===== src/rtl/iterative_shifter_if.sv =====
// Request/result bundle between the operand source, the shifter and the ALU result mux.
interface iterative_shifter_if #(
   parameter int unsigned WIDTH = 16,
   parameter int unsigned AMT_W = 4
) ();
   logic             start;
   logic [1:0]       op;
   logic [WIDTH-1:0] A;
   logic [AMT_W-1:0] amt;
   logic             busy;
   logic             done;
   logic [WIDTH-1:0] Y;
   logic             OF;

   // Requester side
   modport master (
      output start, op, A, amt,
      input  busy, done, Y, OF
   );

   // Shifter side
   modport slave (
      input  start, op, A, amt,
      output busy, done, Y, OF
   );
endinterface


===== src/rtl/iterative_shifter.sv =====
// Multi-cycle variable-amount shifter: one bit of shift per clock until the
// requested amount is consumed, then a one-cycle done pulse with Y/OF valid.
module iterative_shifter #(
   parameter int unsigned WIDTH = 16,
   parameter int unsigned AMT_W = 4
) (
   input logic                 clk,
   input logic                 rst_n,
   iterative_shifter_if.slave  bus
);

   typedef enum logic [1:0] {StIdle, StShift, StDone} state_e;

   localparam logic [1:0] OpLls = 2'b00;
   localparam logic [1:0] OpLas = 2'b01;
   localparam logic [1:0] OpRls = 2'b10;
   localparam logic [1:0] OpRas = 2'b11;

   state_e           state_q, state_d;
   logic [WIDTH-1:0] y_q, y_d;
   logic             of_q, of_d;
   logic [AMT_W-1:0] cnt_q, cnt_d;
   logic [1:0]       op_q, op_d;
   logic             busy_q, busy_d;
   logic             done_q, done_d;

   // State register plus datapath and registered status outputs
   always_ff @(posedge clk) begin
      if (!rst_n) begin
         state_q <= StIdle;
         y_q     <= '0;
         of_q    <= 1'b0;
         cnt_q   <= '0;
         op_q    <= 2'b00;
         busy_q  <= 1'b0;
         done_q  <= 1'b0;
      end else begin
         state_q <= state_d;
         y_q     <= y_d;
         of_q    <= of_d;
         cnt_q   <= cnt_d;
         op_q    <= op_d;
         busy_q  <= busy_d;
         done_q  <= done_d;
      end
   end

   // Next-state logic; start is only looked at while idle
   always_comb begin
      state_d = state_q;
      unique case (state_q)
         StIdle: begin
            if (bus.start) begin
               state_d = (bus.amt != '0) ? StShift : StDone;
            end
         end
         StShift: begin
            if (cnt_q == AMT_W'(1)) begin
               state_d = StDone;
            end
         end
         StDone:  state_d = StIdle;
         default: state_d = StIdle;
      endcase
   end

   // Datapath next-state: capture on accept, one-bit shift per SHIFT cycle
   always_comb begin
      y_d   = y_q;
      of_d  = of_q;
      cnt_d = cnt_q;
      op_d  = op_q;
      unique case (state_q)
         StIdle: begin
            if (bus.start) begin
               y_d   = bus.A;
               op_d  = bus.op;
               cnt_d = bus.amt;
               of_d  = 1'b0;
            end
         end
         StShift: begin
            cnt_d = cnt_q - AMT_W'(1);
            unique case (op_q)
               OpLls: begin
                  y_d  = {y_q[WIDTH-2:0], 1'b0};
                  of_d = of_q | y_q[WIDTH-1];
               end
               OpLas: begin
                  y_d  = {y_q[WIDTH-2:0], 1'b0};
                  // Overflow when the sign bit would change
                  of_d = of_q | (y_q[WIDTH-1] ^ y_q[WIDTH-2]);
               end
               OpRls:   y_d = {1'b0, y_q[WIDTH-1:1]};
               OpRas:   y_d = {y_q[WIDTH-1], y_q[WIDTH-1:1]};
               default: y_d = y_q;
            endcase
         end
         default: ;
      endcase
   end

   // Output decode from the next state so busy/done come straight from flops
   always_comb begin
      busy_d = (state_d != StIdle);
      done_d = (state_d == StDone);
   end

   assign bus.busy = busy_q;
   assign bus.done = done_q;
   assign bus.Y    = y_q;
   assign bus.OF   = of_q;

endmodule


===== src/flat_wrapper.sv =====
// flat-port wrapper written by rule: the top's interface ports become plain ports
module iterative_shifter_flat 
#(
   parameter int unsigned WIDTH = 16,
   parameter int unsigned AMT_W = 4
)
  (clk, rst_n, bus_start, bus_op, bus_A, bus_amt, bus_busy, bus_done, bus_Y, bus_OF);
  iterative_shifter_if #(.WIDTH(WIDTH), .AMT_W(AMT_W)) bus_i ();
  input logic clk;
  input logic rst_n;
  input wire logic [$bits(bus_i.start)-1:0] bus_start;
  input wire logic [$bits(bus_i.op)-1:0] bus_op;
  input wire logic [$bits(bus_i.A)-1:0] bus_A;
  input wire logic [$bits(bus_i.amt)-1:0] bus_amt;
  output wire logic [$bits(bus_i.busy)-1:0] bus_busy;
  output wire logic [$bits(bus_i.done)-1:0] bus_done;
  output wire logic [$bits(bus_i.Y)-1:0] bus_Y;
  output wire logic [$bits(bus_i.OF)-1:0] bus_OF;
  assign bus_i.start = bus_start;
  assign bus_i.op = bus_op;
  assign bus_i.A = bus_A;
  assign bus_i.amt = bus_amt;
  assign bus_busy = bus_i.busy;
  assign bus_done = bus_i.done;
  assign bus_Y = bus_i.Y;
  assign bus_OF = bus_i.OF;
  iterative_shifter #(.WIDTH(WIDTH), .AMT_W(AMT_W)) u_core (.clk(clk), .rst_n(rst_n), .bus(bus_i));
endmodule

===== config.mk =====
export PLATFORM = sky130hd
export DESIGN_NAME = iterative_shifter_flat
export DESIGN_NICKNAME = d
export VERILOG_FILES = /design/src/rtl/iterative_shifter_if.sv /design/src/rtl/iterative_shifter.sv /design/src/flat_wrapper.sv
export SDC_FILE = /design/constraint.sdc
export NUM_CORES = 1
export LEC_CHECK = 0
export BUFFER_PORTS_ARGS = -buffer_cell sky130_fd_sc_hd__buf_2
export CAP_MARGIN = 10
export CORE_MARGIN = 1
export CORE_UTILIZATION = 50
export CTS_CLUSTER_DIAMETER = 80
export DETAILED_ROUTE_END_ITERATION = 7
export GPL_ROUTABILITY_DRIVEN = 0
export PLACE_DENSITY = 0.8
export SLEW_MARGIN = 30
export SYNTH_ARGS = -nofsm -noshare
export SYNTH_HDL_FRONTEND = slang
export SYNTH_SLANG_ARGS = --single-unit
export TNS_END_PERCENT = 50

===== constraint.sdc =====
create_clock -name clk -period 2.3 [get_ports clk]
set_input_delay 0.345 -clock clk [delete_from_list [all_inputs] [get_ports clk]]
set_output_delay 0.345 -clock clk [all_outputs]
set_load 0.005 [all_outputs]

==> results of run 1 <==
[metrics by stage]
stage                     power (mW)  cells
after CTS                       1.06    233
after floorplan                0.775    167
after detailed placement       0.860    229
final                           1.06    233
after global placement         0.847    229
after global routing            1.12    233
[flip-flops by register name, indices dropped and copies added, names as in the netlist]
signal and flops:
u_core.bus.OF 1, u_core.bus.Y 16, u_core.bus.busy 1, u_core.bus.done 1, u_core.cnt_q 4, u_core.op_q 2, u_core.state_q 2
[power by group through the flow]
stage	sequential [mW]	combinational [mW]	clock, mW
3_5_place_dp	0.581	0.279	0
3_3_place_gp	0.577	0.270	0
4_1_cts	0.571	0.280	0.209
6_report	0.572	0.280	0.209
5_1_grt	0.579	0.308	0.232
2_1_floorplan	0.567	0.208	0
[critical path, delay by kind of cell (launching register included)]
kind,cells,cell delay (ns)
and+or+nand+nor,1,0.49
DFF,1,0.60
AOI/OAI and AO/OA,2,0.55
[cell type report]
cell class	count	area share (%)
Multi-Input combinational cell	122	49.7
Timing Repair Buffer	45	13.6
Clock buffer	3	1.33
Tap cell	31	2.29
Sequential cell	27	31.9
Clock inverter	1	0.296
Inverter	4	0.887
[per-layer routing]
metal | routed length, um | GRT usage, %
met4 | 21 | 5.92
met5 | 0 | 0
met1 | 1550 | 28.0
met2 | 1680 | 37.6
met3 | 205 | 3.23
[kinds of logic (layout without fill, tap and decap cells)]
family | Yosys count | count (layout) | synth area share [%]
flip-flops | 27 | 27 | 36.4
AO/OA/AOI/OAI | 51 | 51 | 29.3
AND/OR/NAND/NOR | 67 | 67 | 24.3
multiplexers | 2 | 2 | 1.35
buffers and inverters | 18 | 53 | 6.91
adder cells (fa/ha/maj) | 2 | 2 | 1.69
[cells in the mapped netlist, types with 4 or more instances]
library cell / n
a211oi_1: 14
a21oi_1: 6
buf_2: 7
dfxtp_1: 27
inv_1: 4
nand3_1: 16
nor2_1: 21
nor2b_1: 17
o31ai_1: 6
o31ai_2: 8
[worst paths after layout]
| kind | from | endpoint | slack, ns | cells past startpoint |
|---|---|---|---|---|
| max | u_core.state_q[0] | u_core.bus.Y[10] | 0.57 | 3 |
| min | bus_op[1] | u_core.op_q[1] | 0.25 | 3 |
| max reg2reg | u_core.state_q[0] | u_core.bus.Y[10] | 0.57 | 3 |
| min reg2reg | u_core.bus.OF | u_core.bus.OF | 0.48 | 2 |
==> metrics.csv, run 1 <==
stage,metric,value,unit
die,core_area,0.00278,mm^2
sta,setup_viol,0,
detailed_routing,via_per_inst,5.80,
yosys,yosysTopAreaCellShare,36.4,%
yosys,synth_edf_count,0,
clock_network,cts_buffers,3,
grt,grt_pass1_wl,5560,um
clock_network,root_buffer,clkbuf_4,
sta,max_freq,578,MHz
yosys,yosys_warnings,0,
die,die_height,56.5,um
power,power.density,626,mW/mm^2
critical_path,crit_chain,"nand2b_1, a211oi_1, o31ai_2",
yosys,synth_top_flop_cell,dfxtp_1,
detailed_routing,vias,1352,
cells_and_area,multiInputGateArea,841,um^2
power,p_seq_share,53.9,%
critical_path,crit_fanout,19,
yosys,syn-num-nets,194,
yosys,ys_ff_latch,27,
die,dieWidth,56.5,um
power,p_leak,0.730,nW
clock_network,clk_path_buf_depth,2,
cells_and_area,num_antenna_cells,0,
die,io_pins,44,
cells_and_area,syn_to_final_growth,14.1,%
cells_and_area,regArea,541,um^2
yosys,synth.avg_cell_area,8.89,um^2
yosys,synth.area.top_cells,"dfxtp_1, nor2b_1, a211oi_1",
sta,period_share,75.3,%
critical_path,start_kind,flop,
detailed_routing,dr.pass1.iters,4,
yosys,yosysTopAreaCell,dfxtp_1,
critical_path,crit_type,flop to flop,
sta,worst_pin_slew,0.721,ns
clock_network,ctsResizeCount,0,
placed_design,placed_area,0.00167,mm^2
yosys,synthesis.area,0.00148,mm^2
cells_and_area,final_common_cell,buf_2,
hold_path,hold_class,primary input to flop,
critical_path,crit_slowest_cell,dfxtp_1,
placed_design,dp_hpwl,2440,um
critical_path,slowest_delay,0.60,ns
die,fp-row-count,19,
cells_and_area,drive_gt1_share,31.7,%
grt,grt_usage,21.8,%
clock_network,holdBufCountCts,0,
placed_design,numPortBuffers,43,
sta,drv_slew,0,
yosys,ys_async_sr_fraction,0,%
yosys,postSynthCellCount,167,
power,switching_power,347,uW
grt,grt_pass1_vias,1229,
cells_and_area,stdcell_area,0.00169,mm^2
placed_design,place_ws,0.624,ns
cells_and_area,post-route-util,60.9,%
sta,min_period,1.73,ns
cells_and_area,most-common-layout-cells,"buf_2, dfxtp_1, nor2_1, nor2b_1, nand3_1",
sta,hold_ws,0.246,ns
power,power_frac_comb,26.4,%
clock_network,cts_sinks,27,
detailed_routing,drtIter0Drc,68,
critical_path,endpoint_kind,flop,
sta,layout_setup_ws,0.569,ns
critical_path,arrival,1.96,ns
power,power.internal,714,uW
cells_and_area,n_fill_cell,262,
sta,finalClockSkew,0.00705,ns
critical_path,critPathRequiredTime,2.53,ns
power,switching_share,32.7,%
clock_network,insertion_delay,0.32,ns
yosys,ys_seq_area_share,36.4,%
detailed_routing,ant_nets,0,
sta,max_slew_margin,51.9,%
die,dieArea,0.00319,mm^2
clock_network,postCtsSetupRepairBufs,0,
sta,fin_setup_tns,0,ns
detailed_routing,wirelength,3450,um
clock_network,cts_max_level,1,
grt,grt_start_max_net_pins,22,
die,floorplan.initialDensity,53.4,%
sta,hold_viol,0,
power,vdd_drop_max,0.369,mV
clock_network,cts_tree,done,
run,cap_viol_max_count,0,
sta,rsz0062_at_grt,no,
grt,antenna_found_initial,0,
run_status,status,completed,
clock_network,clk_pin_slew,0.15,ns
detailed_routing,wire_per_inst,14.8,um
grt,grt-ovfl-total,0,
cells_and_area,nNetsFinal,230,
detailed_routing,drc,0,
yosys,ys_types,38,
power,p_clk_share,19.7,%
(Power assumes the default switching activity.)
==> run 2: changes to the inputs <==
- clock period: 2.3 -> 1.6 ns (I/O delays scaled with it)
==> run 2 against run 1 <==
First-iteration DRC count rose by 4.4%. Critical endpoint is now u_core.bus.Y[2]. Critical path type unchanged. Maximum frequency up 25%. Worst hold slack lost 0.12 ns. Largest power group unchanged. Critical path depth did not move. Largest cell class unchanged. Count of clock-buffer cells in the layout unchanged. Non-clock buffer count grew 6. Design area up 2.8%. Global-route usage up 1.3 points. Clock power is 57% higher. Total power up 49%. Cell count is 2.6% higher.
==> metrics.csv, run 2 (same netlist as run 1, synthesis figures left out) <==
stage,metric,value,unit,change
cells_and_area,nNetsFinal,236,,+2.6%
sta,finalClockSkew,0.00714,ns,+0.0000875 ns
detailed_routing,vias,1424,,+5.3%
cells_and_area,syn_to_final_growth,17.3,%,
sta,max_slew_margin,72.6,%,+21 points
critical_path,crit_family,compound AO/OA/AOI/OAI gates,,
die,dieWidth,56.5,um,unchanged
cells_and_area,multiInputGateArea,841,um^2,unchanged
power,power.internal,1.04,mW,+46%
detailed_routing,drc,0,,unchanged
power,power.density,907,mW/mm^2,+45%
sta,period_share,86.7,%,+11 points
cells_and_area,stdcell_area,0.00174,mm^2,+2.8%
clock_network,clk_pin_slew,0.17,ns,+0.02 ns
cells_and_area,final_common_cell,buf_2,,
power,p_seq_share,51.7,%,-2.2 points
detailed_routing,drtIter0Drc,71,,+4.4%
critical_path,arrival,1.65,ns,-0.31 ns
critical_path,start_kind,flop,,
power,p_leak,0.755,nW,+3.5%
sta,max_freq,721,MHz,+25%
power,switching_power,534,uW,+54%
grt,grt_pass1_wl,5900,um,+6.1%
grt,grt_usage,23.1,%,+1.3 points
critical_path,critPathRequiredTime,1.86,ns,-0.67 ns
grt,grt-ovfl-total,0,,unchanged
sta,min_period,1.39,ns,-0.345 ns
die,die_height,56.5,um,unchanged
grt,grt_pass1_vias,1328,,+8.1%
clock_network,ctsResizeCount,0,,unchanged
critical_path,crit_slowest_cell,dfxtp_1,,
power,vdd_drop_max,0.736,mV,+100%
die,io_pins,44,,unchanged
clock_network,holdBufCountCts,0,,unchanged
critical_path,crit_buf_inv,0,,unchanged
cells_and_area,largest_reg_flops,16,,unchanged
critical_path,crit_type,flop to flop,,
clock_network,cts_buffers,3,,unchanged
sta,worst_pin_slew,0.411,ns,-0.310 ns
detailed_routing,via_per_inst,5.96,,+2.7%
critical_path,slowest_delay,0.56,ns,-0.04 ns
die,dieArea,0.00319,mm^2,unchanged
die,fp-row-count,19,,unchanged
cells_and_area,most-common-layout-cells,"buf_2, dfxtp_1, nor2_1, nor2b_1, nand3_1",,
die,core_area,0.00278,mm^2,unchanged
run_status,status,completed,,
sta,hold_viol,0,,unchanged
power,p_clk_share,20.9,%,+1.2 points
clock_network,cts_sinks,27,,unchanged
placed_design,dp_hpwl,2610,um,+6.7%
clock_network,clk_path_buf_depth,2,,unchanged
sta,rsz0062_at_grt,no,,
grt,grt_start_max_net_pins,23,,+4.5%
detailed_routing,dr.pass1.iters,6,,+2
die,floorplan.initialDensity,53.4,%,unchanged
critical_path,endpoint_kind,flop,,
clock_network,postCtsSetupRepairBufs,0,,unchanged
hold_path,hold_class,primary input to flop,,
detailed_routing,ant_nets,0,,unchanged
detailed_routing,wirelength,3660,um,+6.0%
placed_design,placed_area,0.00171,mm^2,+2.7%
sta,hold_ws,0.129,ns,-0.118 ns
sta,drv_slew,0,,unchanged
clock_network,cts_tree,done,,
placed_design,numPortBuffers,43,,unchanged
clock_network,cts_max_level,1,,unchanged
power,switching_share,33.8,%,+1.1 points
grt,antenna_found_initial,0,,unchanged
clock_network,root_buffer,clkbuf_4,,
cells_and_area,drive_gt1_share,33.7,%,+2.0 points
cells_and_area,num_antenna_cells,0,,unchanged
sta,fin_setup_tns,0,ns,unchanged
cells_and_area,regArea,541,um^2,unchanged
critical_path,crit_fanout,16,,-3
sta,setup_viol,0,,unchanged
detailed_routing,wire_per_inst,15.3,um,+3.3%
run,cap_viol_max_count,0,,unchanged
cells_and_area,n_fill_cell,237,,-9.5%
power,p_total,1.58,mW,+49%
critical_path,crit_chain,"o21ba_4, nand2_4, o31ai_1",,
clock_network,insertion_delay,0.34,ns,+0.02 ns
power,power_frac_comb,27.4,%,+1.0 points
==> run 2: path summary, 6_finish.rpt <==
| path | start | to | slack, ns | cells past startpoint |
|---|---|---|---|---|
| max | u_core.state_q[0] | u_core.bus.Y[2] | 0.21 | 3 |
| min | bus_op[0] | u_core.op_q[0] | 0.13 | 3 |
| max reg2reg | u_core.state_q[0] | u_core.bus.Y[2] | 0.21 | 3 |
| min reg2reg | u_core.bus.OF | u_core.bus.OF | 0.49 | 2 |
==> run 2: area by class of cell <==
class                           instances  share of cell area (%)
Clock inverter                          1                   0.431
Clock buffer                            3                    1.29
Timing Repair Buffer                   51                    15.8
Sequential cell                        27                    31.1
Multi-Input combinational cell        122                    48.3
Tap cell                               31                    2.23
Inverter                                4                   0.863
==> run 2: per-layer routing <==
layer  global-route usage, %  wire length [um]
met2                    37.6              1800
met4                    9.76                27
met5                       0                 0
met1                    30.6              1650
met3                    2.76               184
==> run 2: metrics by stage <==
step           instances  setup WS [ns]  utilization [%]
6_report             239          0.214             62.6
3_5_place_dp         235          0.247             61.5
4_1_cts              239          0.218             62.6
3_3_place_gp         235          0.306             61.5
5_1_grt              239          0.140             62.6
2_1_floorplan        167          0.392                -
==> run 2: power groups by stage <==
stage / combinational [mW] / sequential [mW] / clock, mW
global route: 0.470 / 0.827 / 0.351
finish: 0.432 / 0.816 / 0.329
detailed placement: 0.428 / 0.829 / 0
global placement: 0.415 / 0.825 / 0
floorplan: 0.299 / 0.815 / 0
CTS: 0.431 / 0.815 / 0.326
==> run 2: worst min-delay path, stage by stage <==
cell	delay, ns
buf_2	0.07
mux2i_1	0.05
nor2_1	0.08
==> run 3: changes to the inputs <==
- CTS_CLUSTER_DIAMETER: 80 -> 100
- GPL_TIMING_DRIVEN: not set -> 0
==> run 3 against run 2 <==
Sequential cell count unchanged. Clock skew fell by 0.0050 ns. Die area unchanged. Sequential power about the same. Global-route usage increased by 0.12 points. Via count is 1.7% higher. Clock power barely moved. Total power rose by 0.84%. Critical path depth rose by 2. Setup slack lost 0.081 ns. Combinational power is 4% higher. Cell count up 2.5%.
==> metrics.csv, run 3 (same netlist as run 1, synthesis figures left out) <==
stage,metric,value,unit,change
clock_network,cts_sinks,27,,unchanged
critical_path,startpoint,u_core.state_q[0],,
critical_path,r2r_start,u_core.state_q[0],,
grt,grt_start_max_net_pins,17,,-26%
cells_and_area,n_fill_cell,246,,+3.8%
detailed_routing,ant_nets,0,,unchanged
sta,hold_viol,0,,unchanged
placed_design,dp_hpwl,2650,um,+1.6%
die,die_height,56.5,um,unchanged
critical_path,start_kind,flop,,
grt,antenna_found_initial,0,,unchanged
sta,setup_viol,0,,unchanged
die,dieArea,0.00319,mm^2,unchanged
sta,finalClockSkew,0.00212,ns,-0.00502 ns
die,dieWidth,56.5,um,unchanged
critical_path,crit_cells,5,,+2
hold_path,holdPathStages,3,,unchanged
cells_and_area,most-common-layout-cells,"buf_2, dfxtp_1, nor2_1, nor2b_1, nand3_1",,
sta,max_freq,682,MHz,-5.5%
clock_network,cts_buffers,3,,unchanged
cells_and_area,syn_to_final_growth,19.1,%,
clock_network,insertion_delay,0.34,ns,about the same
cells_and_area,multiInputGateArea,841,um^2,unchanged
sta,rsz0062_at_grt,no,,
critical_path,crit_fanout,10,,-6
cells_and_area,final_common_cell,buf_2,,
critical_path,crit_chain,"buf_2, o21bai_2, buf_2, nand3_1, o31ai_1",,
power,p_leak,0.773,nW,+2.4%
critical_path,crit_slowest_cell,dfxtp_1,,
sta,period_share,91.7,%,+5.1 points
placed_design,numPortBuffers,43,,unchanged
grt,grt_pass1_vias,1300,,-2.1%
detailed_routing,wirelength,3690,um,+0.74%
hold_path,min_from,bus_op[0],,
run_status,status,completed,,
clock_network,cts_tree,done,,
power,vdd_drop_max,0.662,mV,-10%
detailed_routing,vias,1448,,+1.7%
critical_path,crit_type,flop to flop,,
detailed_routing,dr.pass1.iters,4,,-2
grt,grt_pass1_wl,5930,um,+0.47%
sta,drv_slew,0,,unchanged
critical_path,crit_family,buffers and inverters,,
sta,worst_pin_slew,0.499,ns,+0.0886 ns
cells_and_area,num_antenna_cells,0,,unchanged
critical_path,endpoint_kind,flop,,
die,floorplan.initialDensity,53.4,%,unchanged
die,io_pins,44,,unchanged
grt,grt_usage,23.2,%,+0.12 points
clock_network,root_buffer,clkbuf_4,,
run,cap_viol_max_count,0,,unchanged
critical_path,slowest_delay,0.38,ns,-0.18 ns
critical_path,cpMostUsedCell,buf_2,,
power,power.density,900,mW/mm^2,-0.73%
critical_path,reg2reg_depth,5,,+2
die,fp-row-count,19,,unchanged
cells_and_area,nNetsFinal,242,,+2.5%
clock_network,ctsResizeCount,0,,unchanged
critical_path,critPathRequiredTime,1.87,ns,about the same
critical_path,crit_buf_inv,2,,+2
clock_network,holdBufCountCts,0,,unchanged
cells_and_area,drive_gt1_share,34.1,%,+0.46 points
detailed_routing,drtIter0Drc,61,,-14%
clock_network,clk_pin_slew,0.16,ns,about the same
critical_path,arrival,1.73,ns,+0.08 ns
die,core_area,0.00278,mm^2,unchanged
clock_network,clk_path_buf_depth,2,,unchanged
grt,grt-ovfl-total,0,,unchanged
cells_and_area,post-route-util,63.6,%,+0.99 points
detailed_routing,drc,0,,unchanged
cells_and_area,largest_reg_flops,16,,unchanged
sta,max_slew_margin,66.7,%,-5.9 points
clock_network,cts_max_level,1,,unchanged
sta,min_period,1.47,ns,+0.0809 ns
clock_network,postCtsSetupRepairBufs,0,,unchanged
detailed_routing,via_per_inst,5.91,,-0.80%
hold_path,hold_class,primary input to flop,,
cells_and_area,regArea,541,um^2,unchanged
sta,fin_setup_tns,0,ns,unchanged
detailed_routing,wire_per_inst,15.1,um,-1.7%
run 3: worst paths after layout:
path / end / slack, ns
min reg2reg: u_core.bus.OF / 0.48
max reg2reg: u_core.bus.Y[6] / 0.13
min: u_core.op_q[0] / 0.11
max: u_core.bus.Y[6] / 0.13
run 3: metal layers:
metal,global-route usage (%),share of wire [%],up-vias
li1,-,-,703
met1,31.7,47,684
met2,38.8,47,57
met3,3.69,5.6,4
met4,4.18,0.62,0
met5,0,0,-
run 3: layout make-up:
cell class | count | share of cell area [%]
Sequential cell | 27 | 30.6
Tap cell | 31 | 2.19
Clock inverter | 1 | 0.425
Timing Repair Buffer | 43 | 12.2
Multi-Input combinational cell | 122 | 47.6
Clock buffer | 3 | 1.27
Inverter | 4 | 0.849
Buffer | 14 | 4.95
run 3: tightest hold or removal path, stage by stage:
cell and delay [ns]:
buf_2 0.07, mux2i_1 0.05, nor2_1 0.07
run 3: report_power, final:
group	total, mW	switching, mW	internal, mW
clock	0.329	0.233	0.0959
combinational	0.448	0.235	0.213
sequential	0.815	0.0719	0.743
run 3: per-stage QoR:
stage | hold WS [ns] | setup slack [ns] | std cells | power [mW] | cell area [um^2]
5_1_grt | 0.132 | 0.0245 | 245 | 1.66 | 1770
3_3_place_gp | 0.444 | 0.160 | 241 | 1.25 | 1740
4_1_cts | 0.126 | 0.157 | 245 | 1.58 | 1770
2_1_floorplan | 0.384 | 0.392 | 167 | 1.11 | 1480
6_report | 0.112 | 0.133 | 245 | 1.59 | 1770
3_5_place_dp | 0.454 | 0.114 | 241 | 1.27 | 1740
